### config.mk
export PLATFORM = sky130hd
export DESIGN_NAME = sm_alu_acc
export DESIGN_NICKNAME = d
export VERILOG_FILES = /design/src/rtl/sm_pkg.sv /design/src/rtl/sm_addsub.sv /design/src/rtl/sm_alu_acc.sv
export SDC_FILE = /design/constraint.sdc
export NUM_CORES = 1
export LEC_CHECK = 0
export CAP_MARGIN = 20
export CORE_ASPECT_RATIO = 1.5
export CORE_MARGIN = 10
export CORE_UTILIZATION = 50
export DETAILED_ROUTE_END_ITERATION = 10
export HOLD_SLACK_MARGIN = 0.12
export PLACE_DENSITY = 0.78
export SLEW_MARGIN = 30
export SYNTH_ARGS = -nofsm -noshare
export SYNTH_HDL_FRONTEND = slang
export SYNTH_HIERARCHICAL = 1
export SYNTH_SLANG_ARGS = --single-unit
### constraint.sdc
create_clock -name clk -period 3.9 [get_ports clk]
set_input_delay 0.39 -clock clk [delete_from_list [all_inputs] [get_ports clk]]
set_output_delay 0.39 -clock clk [all_outputs]
set_load 0.005 [all_outputs]
### src/rtl/sm_pkg.sv
`default_nettype none
// ============================================================================
// Module   : sm_pkg
// Brief    : Shared op encoding and sign/magnitude slice helpers.
// Revision : 1.0 - initial release
// ============================================================================
package sm_pkg;

  typedef enum logic [1:0] {
    OP_ADD     = 2'b00,
    OP_SUB     = 2'b01,
    OP_ACC_ADD = 2'b10,
    OP_ACC_SUB = 2'b11
  } op_t;

  localparam int c_MAX_W = 64;

  // Helpers take a zero-extended word plus its real width.
  function automatic logic sm_sign(input logic [c_MAX_W-1:0] v, input int w);
    return v[w-1];
  endfunction

  function automatic logic [c_MAX_W-1:0] sm_mag(input logic [c_MAX_W-1:0] v, input int w);
    return v & ((c_MAX_W'(1) << (w - 1)) - c_MAX_W'(1));
  endfunction

endpackage
`default_nettype wire

### src/rtl/sm_addsub.sv
`default_nettype none
// ============================================================================
// Module   : sm_addsub
// Brief    : Combinational sign-magnitude add/subtract with clamp or wrap.
// Revision : 1.0 - initial release
// ============================================================================
module sm_addsub
  import sm_pkg::*;
#(
  parameter int WIDTH    = 9,
  parameter bit SATURATE = 1'b1
) (
  input  logic [WIDTH-1:0] x,
  input  logic [WIDTH-1:0] y,
  input  logic             sub,
  output logic [WIDTH-1:0] result,
  output logic             ovf
);

  localparam int c_MW = WIDTH - 1;
  localparam logic [c_MW-1:0] c_MAX = '1;

  logic [c_MW-1:0] w_xm, w_ym, w_sum_fix, w_mag;
  logic [c_MW:0]   w_sum;
  logic            w_xs, w_ys, w_rs;

  assign w_xm = (c_MW)'(sm_mag(c_MAX_W'(x), WIDTH));
  assign w_ym = (c_MW)'(sm_mag(c_MAX_W'(y), WIDTH));
  // Zero magnitudes get sign 0 so that -0 never steers the sign choice.
  assign w_xs = sm_sign(c_MAX_W'(x), WIDTH) & (|w_xm);
  assign w_ys = (sm_sign(c_MAX_W'(y), WIDTH) ^ sub) & (|w_ym);
  assign w_sum = {1'b0, w_xm} + {1'b0, w_ym};

  if (SATURATE) begin : g_sat
    assign w_sum_fix = w_sum[c_MW] ? c_MAX : w_sum[c_MW-1:0];
  end else begin : g_wrap
    assign w_sum_fix = w_sum[c_MW-1:0];
  end

  always_comb begin
    w_mag = '0;
    w_rs  = 1'b0;
    ovf   = 1'b0;
    if (w_xs == w_ys) begin
      w_mag = w_sum_fix;
      w_rs  = w_xs;
      ovf   = w_sum[c_MW];
    end else if (w_xm >= w_ym) begin
      w_mag = w_xm - w_ym;
      w_rs  = w_xs;
    end else begin
      w_mag = w_ym - w_xm;
      w_rs  = w_ys;
    end
    result = {w_rs & (|w_mag), w_mag};
  end

endmodule
`default_nettype wire

### src/rtl/sm_alu_acc.sv
`default_nettype none
// ============================================================================
// Module   : sm_alu_acc
// Brief    : Sign-magnitude ALU with accumulator, registered output, handshakes.
// Revision : 1.0 - initial release
// ============================================================================
module sm_alu_acc
  import sm_pkg::*;
#(
  parameter int WIDTH    = 9,
  parameter bit SATURATE = 1'b1
) (
  input  logic             clk,
  input  logic             rst,
  input  logic             in_valid,
  output logic             in_ready,
  input  logic [1:0]       op,
  input  logic [WIDTH-1:0] inputA,
  input  logic [WIDTH-1:0] inputB,
  input  logic             clear,
  output logic             out_valid,
  input  logic             out_ready,
  output logic [WIDTH-1:0] out,
  output logic             overflow,
  output logic             ovf_sticky,
  output logic [WIDTH-1:0] acc
);

  logic [WIDTH-1:0] r_out, r_acc;
  logic             r_out_valid, r_ovf, r_sticky;
  logic [WIDTH-1:0] w_acc_eff, w_x, w_y, w_res;
  logic             w_xfer, w_is_acc, w_ovf;
  op_t              w_op;

  assign w_op     = op_t'(op);
  assign w_is_acc = (w_op == OP_ACC_ADD) || (w_op == OP_ACC_SUB);
  assign in_ready = !r_out_valid || out_ready;
  assign w_xfer   = in_valid && in_ready;

  // Clear takes effect before an accumulate in the same cycle.
  assign w_acc_eff = clear ? '0 : r_acc;
  assign w_x       = w_is_acc ? w_acc_eff : inputA;
  assign w_y       = w_is_acc ? inputA    : inputB;

  sm_addsub #(
    .WIDTH    (WIDTH),
    .SATURATE (SATURATE)
  ) u_addsub (
    .x      (w_x),
    .y      (w_y),
    .sub    (op[0]),
    .result (w_res),
    .ovf    (w_ovf)
  );

  always_ff @(posedge clk) begin
    if (rst) begin
      r_out       <= '0;
      r_ovf       <= 1'b0;
      r_out_valid <= 1'b0;
      r_acc       <= '0;
      r_sticky    <= 1'b0;
    end else begin
      if (w_xfer) begin
        r_out       <= w_res;
        r_ovf       <= w_ovf;
        r_out_valid <= 1'b1;
      end else if (out_ready) begin
        r_out_valid <= 1'b0;
      end

      if (w_xfer && w_is_acc) begin
        r_acc <= w_res;
      end else if (clear) begin
        r_acc <= '0;
      end

      if (clear) begin
        r_sticky <= w_xfer && w_ovf;
      end else if (w_xfer && w_ovf) begin
        r_sticky <= 1'b1;
      end
    end
  end

  assign out        = r_out;
  assign overflow   = r_ovf;
  assign out_valid  = r_out_valid;
  assign ovf_sticky = r_sticky;
  assign acc        = r_acc;

endmodule
`default_nettype wire

==> reports/qor.csv <==
metric,value,unit
top post-synthesis cells by area,"dfxtp_1 (18%), ha_1 (13%), inv_1 (6.6%)",
pre-CTS WS,-234,ps
Clock power frac,15.1,%
fill count,366,
Worst Max-Slew Pin Slew,856,ps
Die Area,0.00788,mm²
crit path kind,primary input to flop,
final wirelength,8030,µm
largest net degree at the start of global routing,30,
Leakage,0.00150,µW
FF+latch area,420,µm²
reg-to-reg startpoint,acc[0],
RR Endpoint,out[8],
"Avg Cell Area, Syn",7.81,µm²
dpl hpwl,6510,µm
total CTS buffers,3,
Final Wtd Congestion,0.975,
Die Span X,75.9,µm
CTS tree,done,
Yosys reg bits,21,
Max Clock Freq,0.267,GHz
Clock transition at path regs,80,ps
Root Driver,clkbuf_8,
sw frac,38.5,%
power density cells,292,mW/mm²
DR WL/cell,17.9,µm
DRC,0,
# hold bufs at CTS,0,
sequential share of power,25.5,%
layout cells sized above 1,22.1,%
most frequent cells after synthesis,"inv_1 (41), a21oi_1 (26), ha_1 (24), o21ai_0 (24), dfxtp_1 (21)",
fin util,72.8,%
Iter 0 DRT Violations,166,
clk_lat worst skew,270,ps
Die H,104,µm
GRT Total Usage,18.7,%
Post-synth EDFFs,0,
DR vias,2574,
share of the synthesized area in the top cell type,17.9,%
Ports,47,
critical path launch point,inputA[0],
setup_tns,0,ps
Slew HR,42.7,%
"Primary FF master, synth",dfxtp_1,
"Hold Vio Cnt, Final",0,
HP Class,flop to flop,
"reg-to-reg slack, setup",580,ps
reg2reg path depth,14,
Max Slew Vio Count,0,
Comb pwr share,59.4,%
total grt overflow,0,
min Tclk post-route,3740,ps
post-synthesis cell count,300,
area grow syn2layout,41.1,%
core box area,0.00454,mm²
Max VDD drop,268,µV
placed inst area,0.00318,mm²
CP Max Fanout,7,
most frequent cell after synthesis,inv_1,
Final setup viols,0,
Port Buf Inserts,46,
register area share after synthesis,17.9,%
number of global-route vias before repair,2549,
post-synth net total,352,
max-cap violations,0,
maximum clock path buffer count,2,
status,"finished, final reports clean",
Post-DRT Antenna Nets,0,
Synthesis Warnings,6,
H-Tree Depth,1,
initial antenna violation count,0,
clock skew,9.19,ps
WP data arrival,3860,ps
Final WS setup,160,ps
Synth area leader,dfxtp_1,
Int Pwr,594,µW
diode count,0,
post-route cell area,0.00331,mm²
total net switching power,372,µW
first-pass GRT wire length,12400,µm
Critical Path RT,4020,ps
Via density,5.75,
Critical Path Start Type,primary input,
Final nets,437,
Post-Syn Area,0.00234,mm²
Num Clock Sinks,21,
Starting Density,51.6,%
Tcrit/Tclk final,95.9,%
Multi-input gate area,0.00173,mm²
crit path to,out[8],
critical path capture point type,flop,
Netlist cell types,56,
Post-synth ARST share,0,%
row count,30,
First-pass DRT Iterations,5,
## routing by layer
metal | routed length [µm] | global-route usage (%)
met5 | 0 | 0
met4 | 409 | 10.7
met3 | 252 | 1.73
met2 | 4340 | 35.0
met1 | 3030 | 19.3
## registers in the layout, summed over array words and instances (netlist names)
register and count:
out_valid 1, out 9, overflow 1, ovf_sticky 1, acc 9
## critical path: stages
cell and delay (ps):
clkdlybuf4s50_1 500, inv_1 40, o21ai_0 450, inv_1 110
ha_1 220, inv_1 80, fa_1 190, nand3_1 110
a31oi_2 270, nor2_4 90, a211oi_1 370, o41ai_2 130
or4_1 480, nand3_1 120, a31oi_1 120, nand3_1 100
a21oi_1 80
## final cells by class
class | count | area share (%)
clock buffer | 3 | 1.25
clock inverter | 1 | 0.227
inverter | 41 | 4.65
multi-input combinational | 221 | 52.2
sequential | 21 | 12.7
tap | 64 | 2.42
timing repair buffer | 97 | 26.6
## placed cells by master, fill, tap and decap left out, drive strengths merged, types with 5 or more instances in the layout
cell type,instances
buf,50
clkdlybuf4s50,44
inv,41
o21ai,27
a21oi,26
ha,24
dfxtp,21
nand3,13
nand2b,13
mux2i,11
nand3b,10
mux2,9
or3b,8
nand2,7
nor2,7
nor3,6
o31ai,6
nor2b,5
## what timing repair did
action	4_1_cts	5_1_grt
buffers inserted	0	1
endpoints found under the setup margin	0	9
resized for setup	0	11
## worst min-delay path by stage
| stage | startpoint | endpoint | cells after the start |
|---|---|---|---|
| global route | out[2] | out[2] | 2 |
| global placement | ovf_sticky | ovf_sticky | 2 |
| CTS | out[2] | out[2] | 2 |
| finish | out[5] | out[5] | 2 |
| detailed placement | out[0] | out[0] | 2 |
| floorplan | ovf_sticky | ovf_sticky | 2 |
## kinds of logic (layout without fill, tap and decap cells)
kind of cell,Yosys count,in the layout,share of synthesized area (%)
AO/OA/AOI/OAI,86,86,23.3
XOR/XNOR,2,2,0.748
adder cells (fa/ha/maj),27,27,15.4
buffers and inverters,58,142,10.3
flip-flops,21,21,17.9
multiplexers,20,20,9.02
AND/OR/NAND/NOR,86,86,23.3
## power by group through the flow
stage / registers, µW / clock network, µW / logic (µW)
final: 246 / 146 / 574
after floorplan: 251 / 0 / 292
after global placement: 251 / 0 / 539
after CTS: 246 / 151 / 550
after global routing: 248 / 158 / 618
after detailed placement: 251 / 0 / 545
## per-stage QoR
step	instances	power, µW	hold slack (ps)
final	448	966	484
after global routing	448	1020	503
after CTS	446	948	486
after detailed placement	442	796	472
after global placement	442	790	462
after floorplan	300	542	466
Note: power is estimated with default switching activity, not from simulation.
